`src/rtl/hf_tans_recoder_stream.sv`:
```
// Streaming recoder: decodes truncated-unary Huffman beats one symbol per cycle
// and re-encodes each symbol with a ranged-spread tANS table built from FREQ.
module hf_tans_recoder_stream #(
  parameter int unsigned IN_W = 2,
  parameter int unsigned NSYM = 3,
  parameter int unsigned R    = 3,
  parameter logic [NSYM*(R+1)-1:0] FREQ = {4'd2, 4'd2, 4'd4}
) (
  input  logic                        PHI,
  input  logic                        RST,
  input  logic                        I_VALID,
  output logic                        I_READY,
  input  logic [IN_W-1:0]             I_DATA,
  input  logic                        I_LAST,
  input  logic [$clog2(IN_W+1)-1:0]   I_NB,
  output logic                        O_VALID,
  input  logic                        O_READY,
  output logic [$clog2(R+1)-1:0]      O_NB,
  output logic [R-1:0]                O_BITS,
  output logic                        O_FINAL,
  output logic [R:0]                  O_STATE,
  output logic                        ERR
);

  localparam int unsigned XW   = R + 1;
  localparam int unsigned L    = 1 << R;
  localparam int unsigned BUFW = 2 * IN_W + NSYM - 2;
  localparam int unsigned CW   = $clog2(BUFW + 1);
  localparam int unsigned NBIW = $clog2(IN_W + 1);
  localparam int unsigned ONW  = $clog2(R + 1);
  localparam int unsigned SW   = $clog2(NSYM);

  function automatic int unsigned freq_of(input int unsigned s);
    return 32'(FREQ[s*XW +: XW]);
  endfunction

  function automatic int unsigned cum_of(input int unsigned s);
    int unsigned acc;
    acc = 0;
    for (int unsigned j = 0; j < s; j++) acc += freq_of(j);
    return acc;
  endfunction

  function automatic bit freq_ok();
    int unsigned sum;
    sum = 0;
    for (int unsigned j = 0; j < NSYM; j++) begin
      if (freq_of(j) == 0) return 1'b0;
      sum += freq_of(j);
    end
    return sum == L;
  endfunction

  if (!freq_ok()) begin : g_freq_err
    $error("FREQ entries must all be >= 1 and sum to 2**R");
  end

  logic [BUFW-1:0] buf_q, buf_d;
  logic [CW-1:0]   cnt_q, cnt_d;
  logic            last_seen_q, last_seen_d;
  logic [XW-1:0]   x_q, x_d;
  logic            o_valid_q, o_valid_d;
  logic [ONW-1:0]  o_nb_q, o_nb_d;
  logic [R-1:0]    o_bits_q, o_bits_d;
  logic            o_final_q, o_final_d;
  logic [XW-1:0]   o_state_q, o_state_d;
  logic            err_q, err_d;

  logic            found, decodable;
  logic [SW-1:0]   k, sym;
  logic [CW-1:0]   pop_len;
  logic [XW-1:0]   fs, cs, mask, x_next;
  logic [ONW-1:0]  enc_nb;
  logic [R-1:0]    enc_bits;

  // Head-of-buffer codeword: first zero within NSYM-1 valid bits, else all-ones symbol.
  always_comb begin
    found = 1'b0;
    k     = '0;
    for (int unsigned i = 0; i < NSYM - 1; i++) begin
      if (!found && CW'(i) < cnt_q && !buf_q[i]) begin
        found = 1'b1;
        k     = SW'(i);
      end
    end
    decodable = found || (cnt_q >= CW'(NSYM - 1));
    sym       = found ? k : SW'(NSYM - 1);
    pop_len   = found ? CW'(k) + CW'(1) : CW'(NSYM - 1);
  end

  // tANS step: smallest shift bringing x below 2*f_s, then x' = L + c_s + (x>>nb) - f_s.
  always_comb begin
    fs = '0;
    cs = '0;
    for (int unsigned s = 0; s < NSYM; s++) begin
      if (SW'(s) == sym) begin
        fs = XW'(freq_of(s));
        cs = XW'(cum_of(s));
      end
    end
    enc_nb = ONW'(R);
    for (int n = int'(R); n >= 0; n--) begin
      if ({1'b0, x_q >> n} < {fs, 1'b0}) enc_nb = ONW'(n);
    end
    mask     = (XW'(1) << enc_nb) - XW'(1);
    enc_bits = R'(x_q & mask);
    x_next   = XW'(L) + cs + (x_q >> enc_nb) - fs;
  end

  logic            out_free, accept, fin_busy, do_pop;
  logic [NBIW-1:0] nb_in;
  logic [IN_W-1:0] in_bits;
  logic [CW-1:0]   rem_cnt;
  logic [BUFW-1:0] rem_buf;

  assign I_READY = !RST && (cnt_q <= CW'(BUFW - IN_W)) && !last_seen_q;

  always_comb begin
    out_free    = !o_valid_q || O_READY;
    accept      = I_VALID && I_READY;
    fin_busy    = o_valid_q && o_final_q;
    nb_in       = I_LAST ? I_NB : NBIW'(IN_W);
    in_bits     = I_DATA & ~({IN_W{1'b1}} << nb_in);
    do_pop      = 1'b0;
    x_d         = x_q;
    last_seen_d = last_seen_q;
    o_valid_d   = o_valid_q;
    o_nb_d      = o_nb_q;
    o_bits_d    = o_bits_q;
    o_final_d   = o_final_q;
    o_state_d   = o_state_q;
    err_d       = 1'b0;

    if (out_free) begin
      o_valid_d = 1'b0;
      o_nb_d    = '0;
      o_bits_d  = '0;
      o_final_d = 1'b0;
      o_state_d = '0;
    end
    if (fin_busy && O_READY) begin
      x_d         = XW'(L);
      last_seen_d = 1'b0;
    end

    if (cnt_q != '0 && decodable) begin
      if (out_free) begin
        do_pop    = 1'b1;
        o_valid_d = 1'b1;
        o_nb_d    = enc_nb;
        o_bits_d  = enc_bits;
        x_d       = x_next;
      end
    end else if (last_seen_q && cnt_q != '0) begin
      err_d = 1'b1;
    end else if (last_seen_q && out_free && !fin_busy) begin
      o_valid_d = 1'b1;
      o_final_d = 1'b1;
      o_state_d = x_q;
    end

    rem_cnt = do_pop ? cnt_q - pop_len : cnt_q;
    rem_buf = do_pop ? buf_q >> pop_len : buf_q;
    cnt_d   = rem_cnt;
    buf_d   = rem_buf;
    if (accept) begin
      buf_d = rem_buf | (BUFW'(in_bits) << rem_cnt);
      cnt_d = rem_cnt + CW'(nb_in);
      if (I_LAST) last_seen_d = 1'b1;
    end
    // Truncated trailing codeword is dropped so the block can still close.
    if (err_d) begin
      buf_d = '0;
      cnt_d = '0;
    end
  end

  always_ff @(posedge PHI or posedge RST) begin
    if (RST) begin
      buf_q       <= '0;
      cnt_q       <= '0;
      last_seen_q <= 1'b0;
      x_q         <= XW'(L);
      o_valid_q   <= 1'b0;
      o_nb_q      <= '0;
      o_bits_q    <= '0;
      o_final_q   <= 1'b0;
      o_state_q   <= '0;
      err_q       <= 1'b0;
    end else begin
      buf_q       <= buf_d;
      cnt_q       <= cnt_d;
      last_seen_q <= last_seen_d;
      x_q         <= x_d;
      o_valid_q   <= o_valid_d;
      o_nb_q      <= o_nb_d;
      o_bits_q    <= o_bits_d;
      o_final_q   <= o_final_d;
      o_state_q   <= o_state_d;
      err_q       <= err_d;
    end
  end

  assign O_VALID = o_valid_q;
  assign O_NB    = o_nb_q;
  assign O_BITS  = o_bits_q;
  assign O_FINAL = o_final_q;
  assign O_STATE = o_state_q;
  assign ERR     = err_q;

endmodule

```
`config.mk`:
```
export PLATFORM = sky130hd
export DESIGN_NAME = hf_tans_recoder_stream
export DESIGN_NICKNAME = d
export VERILOG_FILES = /design/src/rtl/hf_tans_recoder_stream.sv
export SDC_FILE = /design/constraint.sdc
export NUM_CORES = 1
export LEC_CHECK = 0
export BUFFER_PORTS_ARGS = -buffer_cell sky130_fd_sc_hd__buf_2
export CORE_ASPECT_RATIO = 0.5
export CORE_MARGIN = 2
export CORE_UTILIZATION = 30
export CTS_CLUSTER_SIZE = 20
export DETAILED_ROUTE_END_ITERATION = 12
export GPL_TIMING_DRIVEN = 0
export PLACE_DENSITY = 0.49
export SYNTH_ARGS = -nofsm -noshare
export SYNTH_HDL_FRONTEND = slang
export SYNTH_SLANG_ARGS = --single-unit
```
`constraint.sdc`:
```
create_clock -name PHI -period 4.04 [get_ports PHI]
set_input_delay 0.808 -clock PHI [delete_from_list [all_inputs] [get_ports PHI]]
set_output_delay 0.808 -clock PHI [all_outputs]
set_load 0.05 [all_outputs]
```
==> reports/results.ini <==
[final_layout]
layout_commonest_cell = dfrtp_1
final_util = 0.365
final_cell_mix = dfrtp_1, buf_2, nand2_1
finalNetCount = 210
syn2layout_area_growth_pct = 15.1
num_antenna_cells = 0
ff_latch_area_um2 = 627
drive_above_1_share = 0.214
multi_input_area_um2 = 877
fillCellCount = 537

[placed_design]
io_buffer_count = 21
gp_congestion = 0.778
dp_hpwl_um = 2830
post-place-ws_ps = 490

[clocking]
cts_buffers = 3
root_buffer = clkbuf_8
cts_resized = 0
cts.htree.levels = 1
clk_pin_slew_ps = 90
holdBufCountCts = 0
cts_setup_buffers = 0
numClockSinks = 25
clk_latency_ps = 270
clock_path_buffers = 2
cts_tree = built

[sta]
min_period_ps = 3560
setup_violations = 0
hold_violations = 0
tightest_slew_ps = 1000
period_share = 0.882
fmax_mhz = 281
finClkSkew_ps = 3.89
whs_ps = 481
setup_slack_ps = 477
setup_tns_ps = 0
slew_violations = 0
rsz0062_at_grt = no
relSlewSlack = 0.331

[floorplan]
pin_count = 22
die-area_um2 = 5920
die_h_um = 55.4
core_area_um2 = 5000
num_rows = 18
initial_core_util = 0.317
die_w_um = 107

[synthesis]
synthCells = 167
muxShareOfSynthArea = 0.0197
yosys_register_bits = 25
synthAdderAreaFrac = 0.0773
ys.flop_type = dfrtp_1
synth_edf_count = 0
async_flop_share = 1.00
synth-compound-area-share = 0.238
yosysWarnings = 0
syn-num-nets = 184
synth-simple-area-share = 0.202
yosys.cell_types.count = 59
synth_top_family_by_area = compound AO/OA/AOI/OAI gates
ys_seq_area_frac = 0.395
syn_area_um2 = 1590
synth.avg_cell_area_um2 = 9.49
synth_xor_area_frac = 0.0166

[global_route]
grt_pass1_vias = 1250
antenna_found_initial = 0
grt_usage = 0.136
grt_pass1_wl_um = 6350
grt_max_degree = 26
gr-total-overflow = 0

[routing]
route.detailed.drc = 0
first_iter_violations = 85
dr.pass1.iters = 4
wl_per_cell_um = 14.6
wirelength_um = 3810
via_count = 1329
drtAntennaViolNets = 0
routed_via_density = 5.07

[job]
maxCapViolations = 0

[worst_setup_path]
max_stage_delay_ps = 510
crit_chain = nor3_2 -> nor2_4 -> inv_2 -> ha_1 -> a21oi_2 -> nand2b_1 -> mux2i_1 -> ha_1 -> fa_1 -> xnor2_1 -> a211o_1 -> o311a_1
r2r_end = x_q[3]
slowest_stage = dfrtp_1
crit_path_frequent_cell = ha_1
r2r_cells = 12
crit_buf_inv = 1
start_kind = flip-flop
rrSetupSlack_ps = 480
path_max_fanout = 10
path_class = reg -> reg
rr_startpoint = cnt_q[1]
cp.required_ps = 4250
crit_path_end_kind = flip-flop
crit_arrival_ps = 3770
cp_top_family = adder cells

[hold_path]
hold_path_class = reg -> reg
holdPathStages = 2

[outcome]
outcome = complete, no violations

## worst register-to-register path, stage by stage (launching register included)
cell      delay (ps)
dfrtp_1          510
nor3_2           380
nor2_4           130
inv_2            140
ha_1             280
a21oi_2          300
nand2b_1         220
mux2i_1          220
ha_1             290
fa_1             450
xnor2_1          170
a211o_1          300
o311a_1          120
## per-stage QoR
stage	area (µm²)	std cells
after floorplan	1590	167
after CTS	1820	262
final	1820	262
after detailed placement	1780	258
after global placement	1780	258
after global routing	1820	262
## per-layer routing
metal | global-route usage | part of all wire | routed length (µm) | up-vias
li1 | - | - | - | 660
met2 | 0.197 | 0.40 | 1540 | 38
met1 | 0.205 | 0.54 | 2040 | 629
met3 | 0.0319 | 0.053 | 203 | 2
met5 | 0 | 0 | 0 | -
met4 | 0.0278 | 0.0071 | 27 | 0
## cells in the mapped netlist (2+ instances only)
library cell	number	area, µm²
dfrtp_1	24	601
nand2_1	14	52.6
o21ai_0	13	65.1
inv_1	9	33.8
nand3_1	9	45.0
nor2_1	8	30.0
a22o_1	7	61.3
ha_1	5	62.6
a21o_1	4	30.0
and3_1	4	25.0
clkbuf_1	4	15.0
a21oi_1	3	15.0
a31oi_1	3	18.8
fa_1	3	60.1
nand2b_1	3	18.8
a211oi_1	2	15.0
buf_2	2	10.0
mux2i_1	2	20.0
nor2b_1	2	12.5
nor3_2	2	20.0
nor3b_1	2	15.0
o21ai_1	2	10.0
o32ai_1	2	17.5
or3_1	2	12.5
xor2_1	2	17.5
## how the worst max path moves through the flow
stage / start / endpoint / cells past startpoint / slack (ps)
floorplan: cnt_q[2] / x_q[3] / 12 / 890
global placement: cnt_q[1] / x_q[3] / 12 / 520
detailed placement: cnt_q[1] / x_q[3] / 12 / 490
CTS: cnt_q[1] / x_q[3] / 12 / 460
global route: cnt_q[1] / x_q[3] / 12 / 170
finish: cnt_q[1] / x_q[3] / 12 / 480
## area by class of cell
class	count	share of cell area
Inverter	10	0.0206
Tap cell	70	0.0480
Multi-Input combinational cell	124	0.481
Sequential cell	25	0.344
Clock buffer	3	0.0226
Timing Repair Buffer	21	0.0576
Buffer	8	0.0240
Clock inverter	1	0.00274
## kinds of logic (layout without fill, tap and decap cells)
group | Yosys count | count (layout)
buf+inv | 18 | 43
xor+xnor | 3 | 3
simple gates | 58 | 58
flops | 25 | 25
fa+ha+maj | 8 | 8
mux | 3 | 3
compound gates | 52 | 52
Power is not shown: default switching activity piles up to over one toggle a cycle in this logic, so the estimate is an artifact.
